### config.mk
export PLATFORM = sky130hd
export DESIGN_NAME = bank_sequencer_flat
export DESIGN_NICKNAME = d
export VERILOG_FILES = /design/src/rtl/bank_sequencer_pkg.sv /design/src/rtl/bank_sequencer_if.sv /design/src/rtl/bank_sequencer_ind_tracker.sv /design/src/rtl/bank_sequencer.sv /design/src/flat_wrapper.sv
export SDC_FILE = /design/constraint.sdc
export NUM_CORES = 1
export LEC_CHECK = 0
export CAP_MARGIN = 20
export CORE_MARGIN = 4
export CORE_UTILIZATION = 39
export DETAILED_ROUTE_END_ITERATION = 8
export MAX_ROUTING_LAYER = met4
export PLACE_DENSITY = 0.9
export SETUP_SLACK_MARGIN = 0.3
export SLEW_MARGIN = 5
export SYNTH_ARGS = -nofsm -noshare
export SYNTH_HDL_FRONTEND = slang
export SYNTH_HIERARCHICAL = 1
export SYNTH_SLANG_ARGS = --single-unit
### constraint.sdc
create_clock -name clk -period 3.1 [get_ports clk]
set_clock_uncertainty 0.15 [all_clocks]
set_input_delay 0.62 -clock clk [delete_from_list [all_inputs] [get_ports clk]]
set_output_delay 0.62 -clock clk [all_outputs]
set_load 0.1 [all_outputs]
### src/rtl/bank_sequencer_pkg.sv
// Shared definitions for the 6509 bank sequencer: opcodes tracked for
// indirect-indexed addressing, tracker state encoding, default bank value
// and the tracker next-state function.
package bank_sequencer_pkg;

    localparam logic [7:0] OP_LDA_IZY   = 8'hB1;
    localparam logic [7:0] OP_STA_IZY   = 8'h91;
    localparam logic [3:0] DEFAULT_BANK = 4'hF;

    // state | meaning
    // IDLE  | no indirect sequence in progress, ba follows exec_bank
    // ZP    | $B1/$91 fetched, next cycle reads the zero-page operand
    // PLO   | next cycle reads the pointer low byte
    // PHI   | next cycle reads the pointer high byte
    // IND   | operand data cycles (incl. page-cross dummy), ba = ind_bank
    typedef enum logic [2:0] {
        ST_IDLE = 3'd0,
        ST_ZP   = 3'd1,
        ST_PLO  = 3'd2,
        ST_PHI  = 3'd3,
        ST_IND  = 3'd4
    } state_t;

    function automatic logic is_ind_opcode(input logic [7:0] op);
        return (op == OP_LDA_IZY) || (op == OP_STA_IZY);
    endfunction

    // An opcode fetch overrides every other transition; otherwise the
    // sequence advances one step per completed bus cycle and parks in IND.
    function automatic state_t next_state(input state_t     cur,
                                          input logic       cyc_en,
                                          input logic       sync,
                                          input logic       rw,
                                          input logic [7:0] din);
        state_t nxt;
        nxt = cur;
        if (cyc_en) begin
            if (sync && rw) begin
                nxt = is_ind_opcode(din) ? ST_ZP : ST_IDLE;
            end else begin
                case (cur)
                    ST_IDLE: nxt = ST_IDLE;
                    ST_ZP:   nxt = ST_PLO;
                    ST_PLO:  nxt = ST_PHI;
                    ST_PHI:  nxt = ST_IND;
                    ST_IND:  nxt = ST_IND;
                    default: nxt = ST_IDLE;
                endcase
            end
        end
        return nxt;
    endfunction

endpackage

### src/rtl/bank_sequencer_if.sv
// CPU-side bus strobes into the bank sequencer and the bank/readback
// signals it returns to the pad logic.
interface bank_sequencer_if;
    import bank_sequencer_pkg::*;

    logic        cyc_en;
    logic        sync;
    logic        rw;
    logic [15:0] addr;
    logic [7:0]  din;
    logic        phi2;

    logic [3:0]  ba;
    logic [3:0]  exec_bank;
    logic [3:0]  ind_bank;
    logic [7:0]  dout;
    logic        dout_oe;
    logic        ind_active;

    modport master (
        output cyc_en, sync, rw, addr, din, phi2,
        input  ba, exec_bank, ind_bank, dout, dout_oe, ind_active
    );

    modport slave (
        input  cyc_en, sync, rw, addr, din, phi2,
        output ba, exec_bank, ind_bank, dout, dout_oe, ind_active
    );

endinterface

### src/rtl/bank_sequencer_ind_tracker.sv
// Opcode tracker: follows LDA/STA (zp),Y through their operand fetches and
// reports whether the cycle after the current strobe is an indirect data
// cycle.
module ind_tracker
    import bank_sequencer_pkg::*;
(
    input  logic       clk,
    input  logic       reset,
    input  logic       cyc_en,
    input  logic       sync,
    input  logic       rw,
    input  logic [7:0] din,
    output logic       ind_active_next
);

    state_t state;
    state_t state_nxt;

    assign state_nxt       = next_state(state, cyc_en, sync, rw, din);
    assign ind_active_next = (state_nxt == ST_IND);

    // Advance the sequence on each completed bus cycle; reset aborts it.
    always_ff @(posedge clk) begin
        if (reset) begin
            state <= ST_IDLE;
        end else begin
            state <= state_nxt;
        end
    end

endmodule

### src/rtl/bank_sequencer.sv
// Bank-address generator for the 6509 replacement core. Holds the
// execution ($0000) and indirection ($0001) bank registers and drives
// BA[3:0] with the indirection bank during (zp),Y operand data cycles.
// Optional macro BANK_READBACK_EN lets the CPU read both registers back.
module bank_sequencer
    import bank_sequencer_pkg::*;
#(
    parameter logic [3:0]  RESET_BANK = DEFAULT_BANK,
    parameter logic [15:0] EXEC_ADDR  = 16'h0000,
    parameter logic [15:0] IND_ADDR   = 16'h0001
) (
    input logic             clk,
    input logic             reset,
    bank_sequencer_if.slave bus
);

    logic [3:0] exec_q;
    logic [3:0] ind_q;
    logic [3:0] exec_nxt;
    logic [3:0] ind_nxt;
    logic [3:0] ba_q;
    logic       ind_active_q;
    logic       ind_active_nxt;
    logic       hit_exec;
    logic       hit_ind;

    assign hit_exec = (bus.addr == EXEC_ADDR);
    assign hit_ind  = (bus.addr == IND_ADDR);

    ind_tracker u_tracker (
        .clk             (clk),
        .reset           (reset),
        .cyc_en          (bus.cyc_en),
        .sync            (bus.sync),
        .rw              (bus.rw),
        .din             (bus.din),
        .ind_active_next (ind_active_nxt)
    );

    // Register writes snoop the CPU bus; memory still sees the write.
    always_comb begin
        exec_nxt = exec_q;
        ind_nxt  = ind_q;
        if (bus.cyc_en && !bus.rw) begin
            if (hit_exec) exec_nxt = bus.din[3:0];
            if (hit_ind)  ind_nxt  = bus.din[3:0];
        end
    end

    // Bank registers and the registered ba for the following cycle; ba uses
    // the post-write register values so a bank write takes effect at once.
    always_ff @(posedge clk) begin
        if (reset) begin
            exec_q       <= RESET_BANK;
            ind_q        <= RESET_BANK;
            ba_q         <= RESET_BANK;
            ind_active_q <= 1'b0;
        end else if (bus.cyc_en) begin
            exec_q       <= exec_nxt;
            ind_q        <= ind_nxt;
            ba_q         <= ind_active_nxt ? ind_nxt : exec_nxt;
            ind_active_q <= ind_active_nxt;
        end
    end

    assign bus.ba         = ba_q;
    assign bus.exec_bank  = exec_q;
    assign bus.ind_bank   = ind_q;
    assign bus.ind_active = ind_active_q;

`ifdef BANK_READBACK_EN
    // Readback drive follows phi2 directly, independent of the cycle strobe.
    always_comb begin
        bus.dout_oe = bus.phi2 && bus.rw && (hit_exec || hit_ind);
        bus.dout    = 8'h00;
        if (bus.dout_oe) begin
            bus.dout = hit_exec ? {4'h0, exec_q} : {4'h0, ind_q};
        end
    end
`else
    logic unused_readback;
    assign unused_readback = bus.phi2;
    assign bus.dout_oe     = 1'b0;
    assign bus.dout        = 8'h00;
`endif

endmodule
### src/flat_wrapper.sv
// flat-port wrapper written by rule: the top's interface ports become plain ports
module bank_sequencer_flat import bank_sequencer_pkg::*;
#(
    parameter logic [3:0]  RESET_BANK = DEFAULT_BANK,
    parameter logic [15:0] EXEC_ADDR  = 16'h0000,
    parameter logic [15:0] IND_ADDR   = 16'h0001
)
  (clk, reset, bus_cyc_en, bus_sync, bus_rw, bus_addr, bus_din, bus_phi2, bus_ba, bus_exec_bank, bus_ind_bank, bus_dout, bus_dout_oe, bus_ind_active);
  bank_sequencer_if bus_i ();
  input logic clk;
  input logic reset;
  input wire logic [$bits(bus_i.cyc_en)-1:0] bus_cyc_en;
  input wire logic [$bits(bus_i.sync)-1:0] bus_sync;
  input wire logic [$bits(bus_i.rw)-1:0] bus_rw;
  input wire logic [$bits(bus_i.addr)-1:0] bus_addr;
  input wire logic [$bits(bus_i.din)-1:0] bus_din;
  input wire logic [$bits(bus_i.phi2)-1:0] bus_phi2;
  output wire logic [$bits(bus_i.ba)-1:0] bus_ba;
  output wire logic [$bits(bus_i.exec_bank)-1:0] bus_exec_bank;
  output wire logic [$bits(bus_i.ind_bank)-1:0] bus_ind_bank;
  output wire logic [$bits(bus_i.dout)-1:0] bus_dout;
  output wire logic [$bits(bus_i.dout_oe)-1:0] bus_dout_oe;
  output wire logic [$bits(bus_i.ind_active)-1:0] bus_ind_active;
  assign bus_i.cyc_en = bus_cyc_en;
  assign bus_i.sync = bus_sync;
  assign bus_i.rw = bus_rw;
  assign bus_i.addr = bus_addr;
  assign bus_i.din = bus_din;
  assign bus_i.phi2 = bus_phi2;
  assign bus_ba = bus_i.ba;
  assign bus_exec_bank = bus_i.exec_bank;
  assign bus_ind_bank = bus_i.ind_bank;
  assign bus_dout = bus_i.dout;
  assign bus_dout_oe = bus_i.dout_oe;
  assign bus_ind_active = bus_i.ind_active;
  bank_sequencer #(.RESET_BANK(RESET_BANK), .EXEC_ADDR(EXEC_ADDR), .IND_ADDR(IND_ADDR)) u_core (.clk(clk), .reset(reset), .bus(bus_i));
endmodule
# Yosys cells after proc, flatten, opt, wreduce, memory -nomap -nowiden
# Cells that the tools add are included.
dict set report classes {
  eq_ne 8
  muxes 9
  n_reduce_logical 6
}
# cell count
set op_table {}
lappend op_table {{4-bit 2-to-1 mux} 5}
lappend op_table {{16-bit by 1-bit equality test with 1-bit output, second input constant} 1}
lappend op_table {{8-bit equality test, second input constant} 2}
lappend op_table {{16-bit logical NOT} 1}
lappend op_table {{3-bit one-hot mux with 3 select lines} 1}
lappend op_table {{3-bit by 2-bit equality test with 1-bit output, second input constant} 2}
lappend op_table {{3-bit equality test, second input constant} 2}
lappend op_table {{3-bit 2-to-1 mux} 2}
lappend op_table {{3-bit by 1-bit equality test with 1-bit output, second input constant} 1}
lappend op_table {{1-bit logical AND} 2}
lappend op_table {{2-bit OR reduction} 1}
lappend op_table {{1-bit logical NOT} 1}
lappend op_table {{1-bit logical OR} 1}
lappend op_table {{1-bit 2-to-1 mux} 1}
dict set report totals {
  regBits 16
  input_bits 30
  output_inout_bits 22
  word_cells 28
}

# Depth between registers and ports, before layout
dict set report depth {
  word_depth 7
  ltp_mapped 7
  mapped_depth_nobuf 6
}

# Hierarchy
# Netlist, hierarchy kept.
# module instances cells_per_inst area_each_um2 seq_area_each_um2
set by_module_without_submodules {}
lappend by_module_without_submodules {bank_sequencer 1 82 779.5 260.2}
lappend by_module_without_submodules {ind_tracker 1 25 211.5 60.1}

# Least setup slack after synthesis
# OpenSTA, ideal clock, no wires.
dict set report synth_timing {
  kind {input to register}
  startpoint {input port bus_sync}
  endpoint {register u_core.ba_q[0] (netlist: u_core/bus.ba[0])}
  setup_ns 0.122
  t_arrival_ns 2.284
  required_time_ns 2.828
  setup_slack_ns 0.544
  cell_stages 5
  path_cell_list {a21oi_1 nand4_1 a2111oi_0 nand3_1 a311o_1}
}
dict set report synth_via {
  elab_chain_len 5
}
# element line_no
set synth_rtl {}
lappend synth_rtl {{from (decl)} flat_wrapper.sv:13} ;# input wire logic [$bits(bus_i.sync)-1:0] bus_sync;
lappend synth_rtl {{1-bit logical AND} bank_sequencer_pkg.sv:38} ;# if (sync && rw) begin
lappend synth_rtl {{3-bit 2-to-1 mux} bank_sequencer_pkg.sv:38}
lappend synth_rtl {{3-bit 2-to-1 mux} bank_sequencer_pkg.sv:37} ;# if (cyc_en) begin
lappend synth_rtl {{3-bit equality test} bank_sequencer_ind_tracker.sv:20} ;# assign ind_active_next = (state_nxt == ST_IND);
lappend synth_rtl {{named net u_core.ind_active_nxt} bank_sequencer.sv:23} ;# logic ind_active_nxt;
lappend synth_rtl {{4-bit 2-to-1 mux} bank_sequencer.sv:61} ;# ba_q <= ind_active_nxt ? ind_nxt : exec_nxt;
lappend synth_rtl {{to (signal assigned)} bank_sequencer.sv:61}
lappend synth_rtl {{to (decl)} bank_sequencer.sv:21} ;# logic [3:0] ba_q;
# The timed path passes the listed nets, and every way through them passes these cells.
# A chain may end at the register's enable or synchronous reset.

# Worst setup path in the final report
dict set report layout_timing {
  startpoint {input port bus_din[1]}
  endpoint {register u_core.ba_q[3] (netlist: u_core/bus.ba[3])}
}
dict set report layout_via {
  elab_chain_len 7
}
# element line_no
set layout_rtl {}
lappend layout_rtl {{from (decl)} flat_wrapper.sv:16} ;# input wire logic [$bits(bus_i.din)-1:0] bus_din;
lappend layout_rtl {{8-bit equality test} bank_sequencer_pkg.sv:25} ;# return (op == OP_LDA_IZY) || (op == OP_STA_IZY);
lappend layout_rtl {{1-bit logical OR (*)} bank_sequencer_pkg.sv:25}
lappend layout_rtl {{1-bit 2-to-1 mux (*)} bank_sequencer_pkg.sv:39} ;# nxt = is_ind_opcode(din) ? ST_ZP : ST_IDLE;
lappend layout_rtl {{3-bit 2-to-1 mux (*)} bank_sequencer_pkg.sv:38}
lappend layout_rtl {{3-bit 2-to-1 mux (*)} bank_sequencer_pkg.sv:37}
lappend layout_rtl {{3-bit equality test (*)} bank_sequencer_ind_tracker.sv:20}
lappend layout_rtl {{named net u_core.ind_active_nxt} bank_sequencer.sv:23}
lappend layout_rtl {{4-bit 2-to-1 mux (*)} bank_sequencer.sv:61}
# Mark *: on every way through the listed nets, which the timed path passes. The rest lies on a longest branch.

==> impl_metrics.yaml <==
power_and_ir_drop:
  leakage_nw: 0.5107
  p_per_area_nw_per_um2: 354.5
  finalPower_mw: 0.4902
  peakVddDrop_mv: 0.3796
clock_network:
  clockRootBuffer: "clkbuf_4"
  h-tree-depth: 1
  clockBufferDepth: 2
  postCtsSetupBuffers: 0
  insertion_delay_ps: 290
  cts_resized: 0
  cts_hold_buf: 0
  cts_made_buffers: 3
  cts_tree: "yes"
  clkTransAtPathRegs_ps: 90
  clkSinkCount: 16
die:
  initial_core_util: 0.4037
  dieArea_um2: 3411
  die_y_um: 58.41
  design.core.area_um2: 2455
  rows: 18
  die_x_um: 58.41
  ios: 52
global_route:
  overflow: 0
  grtUsageTotal: 0.1674
  grt_max_degree: 17
  grt_pass1_vias: 992
  antenna_found_initial: 0
  grt_pass1_wl_mm: 4.347
critical_path:
  cp_slowest_cell: "or4b_4"
  path_cells: "clkdlybuf4s50_1, or4b_4, nor4b_4, a2111oi_0, buf_4, inv_1, nand3_1, a311o_1"
  worst-setup-path-type: "primary input to flop"
  critical-path-max-stage-delay_ps: 560
  required_ps: 3130
  end_kind: "flop"
  crit_family: "simple AND/OR/NAND/NOR gates"
  arrival_ps: 2720
  path_buf_inv: 3
  cp_max_fo: 6
  start_kind: "primary input"
yosys:
  synth_top_area_frac: 0.3232
  synth_edf_count: 0
  mappedNetlistArea_um2: 991.0
  synth_top_area_cell: "dfxtp_1"
  synthTopCellsByArea: "dfxtp_1 (32%), nand3_1 (8.6%), buf_4 (6.8%)"
  synthArstFlopShare: 0
  synth_common_cells: "nand3_1 (17), dfxtp_1 (16), buf_4 (9), nand3b_1 (8), o21ai_1 (8)"
  ys_warn_count: 6
  yosysMostFrequentCell: "nand3_1"
  ys.flop_type: "dfxtp_1"
  synth_cell_type_count: 32
  synth_cells: 107
  synth_seq_cells: 16
  seq_area_frac_synth: 0.3232
  syn_area_per_cell_um2: 9.261
drt:
  drt_wl_total_mm: 2.614
  route.detailed.drc: 0
  viasPerCell: 5.497
  drt-pass1-iter-count: 4
  wl_per_cell_um: 14.60
  via_count: 984
  postRouteAntennaNets: 0
  drtIter0Drc: 44
run_status:
  outcome: "completed"
sta:
  finalWorstSetupSlack_ps: 412.2
  hold_viol: 0
  finalSetupViolCount: 0
  min_period_ps: 2688
  fmax_mhz: 372.1
  max_slew_margin: 0.6548
  rsz0062_at_grt: "false"
  tightest_slew_ps: 516.2
  fin_crit_sh: 0.8670
  finalSetupTns_ps: 0
  maxSlewViolCount: 0
job:
  max_cap_violations: 0
layout:
  fillers: 215
  layout.nets: 180
  final_core_util: 0.5632
  diodes: 0
  layout-area-overhead-vs-synth_pct: 39.52
  drive_above_1_share: 0.2148
worst_hold_path:
  hold_class: "flop to flop"
placement:
  place_ws_ps: 164.0
  io_buffers: 40
  dpl.hpwl_mm: 2.099
  place.gp.congestion: 0.8957
[logic make-up after synthesis]
group	share of synthesized area
other	0.003784
multiplexers	0.01010
flip-flops	0.3232
buffers and inverters	0.1073
AO/OA/AOI/OAI	0.1301
AND/OR/NAND/NOR	0.4255
[cells in the final DEF, fill, tap and decap left out, drive strengths merged]
| cell type | netlist | layout |
|---|---|---|
| a2111oi | 1 | 1 |
| a21oi | 3 | 3 |
| a311o | 4 | 4 |
| a31oi | 1 | 1 |
| and2b | 4 | 4 |
| and3 | 2 | 2 |
| and3b | 1 | 1 |
| and4 | 1 | 1 |
| and4b | 1 | 1 |
| buf | 12 | 15 |
| clkbuf | 0 | 4 |
| clkdlybuf4s50 | 0 | 27 |
| conb | 1 | 9 |
| dfxtp | 16 | 16 |
| inv | 3 | 3 |
| mux2i | 1 | 1 |
| nand2 | 3 | 3 |
| nand3 | 17 | 17 |
| nand3b | 8 | 8 |
| nand4 | 3 | 3 |
| nand4b | 1 | 1 |
| nor2 | 6 | 6 |
| nor2b | 3 | 3 |
| nor4 | 1 | 1 |
| nor4b | 2 | 2 |
| o21ai | 10 | 10 |
| o31a | 1 | 1 |
| or4b | 1 | 1 |
[registers in the layout (all words and copies together) (netlist names)]
signal and cells:
u_core/bus.ind_active 1, u_core/u_tracker/state 3, u_core/bus.ind_bank 4, u_core/bus.exec_bank 4, u_core/bus.ba 4
[stage by stage]
stage	instances	instance area (µm²)	hold WS, ps
after floorplan	115	1021	304.6
after global placement	175	1346	327.4
after detailed placement	175	1346	332.6
after CTS	179	1383	355.2
after global routing	179	1383	399.0
final	179	1383	348.1
[final cells by class]
| class | count | area, µm² | share of cell area |
|---|---|---|---|
| multi-input combinational | 84 | 594.3 | 0.4299 |
| timing repair buffer | 42 | 382.9 | 0.2769 |
| sequential | 16 | 320.3 | 0.2317 |
| tap | 30 | 37.54 | 0.02715 |
| clock buffer | 4 | 36.28 | 0.02624 |
| inverter | 3 | 11.26 | 0.008145 |
[report_power, final]
group          leakage, nW  switching [mW]  internal, mW
sequential           0.130         0.00137         0.208
combinational        0.360          0.0918        0.0485
clock               0.0210          0.0690        0.0716
total                0.511           0.162         0.328
[per-layer routing]
layer / wire, µm / part of all wire / track usage
met1: 999 / 0.38 / 0.1832
met2: 1394 / 0.53 / 0.3014
met3: 194 / 0.074 / 0.03728
met4: 25 / 0.0096 / 0.04636
met5: 0 / 0 / -
[worst paths after layout]
check / from / endpoint / slack (ps) / cells after the start
max reg2reg: u_core/u_tracker/state[2]$_SDFF_PP0_ / u_core/bus.ba[1]$_SDFFE_PP1P_ / 1030 / 6
min: u_core/bus.ind_active$_SDFFE_PP0P_ / u_core/bus.ind_active$_SDFFE_PP0P_ / 350 / 2
min reg2reg: u_core/bus.ind_active$_SDFFE_PP0P_ / u_core/bus.ind_active$_SDFFE_PP0P_ / 350 / 2
max: bus_din[1] / u_core/bus.ba[3]$_SDFFE_PP1P_ / 410 / 8
[worst register-to-register path: stages (launching register included)]
cell and delay, ps:
dfxtp_1 340, a21oi_1 210, nand4_1 160, a2111oi_0 450, buf_4 230, nand3_1 70
a311o_1 350
Power figures use the tool's default switching activity.
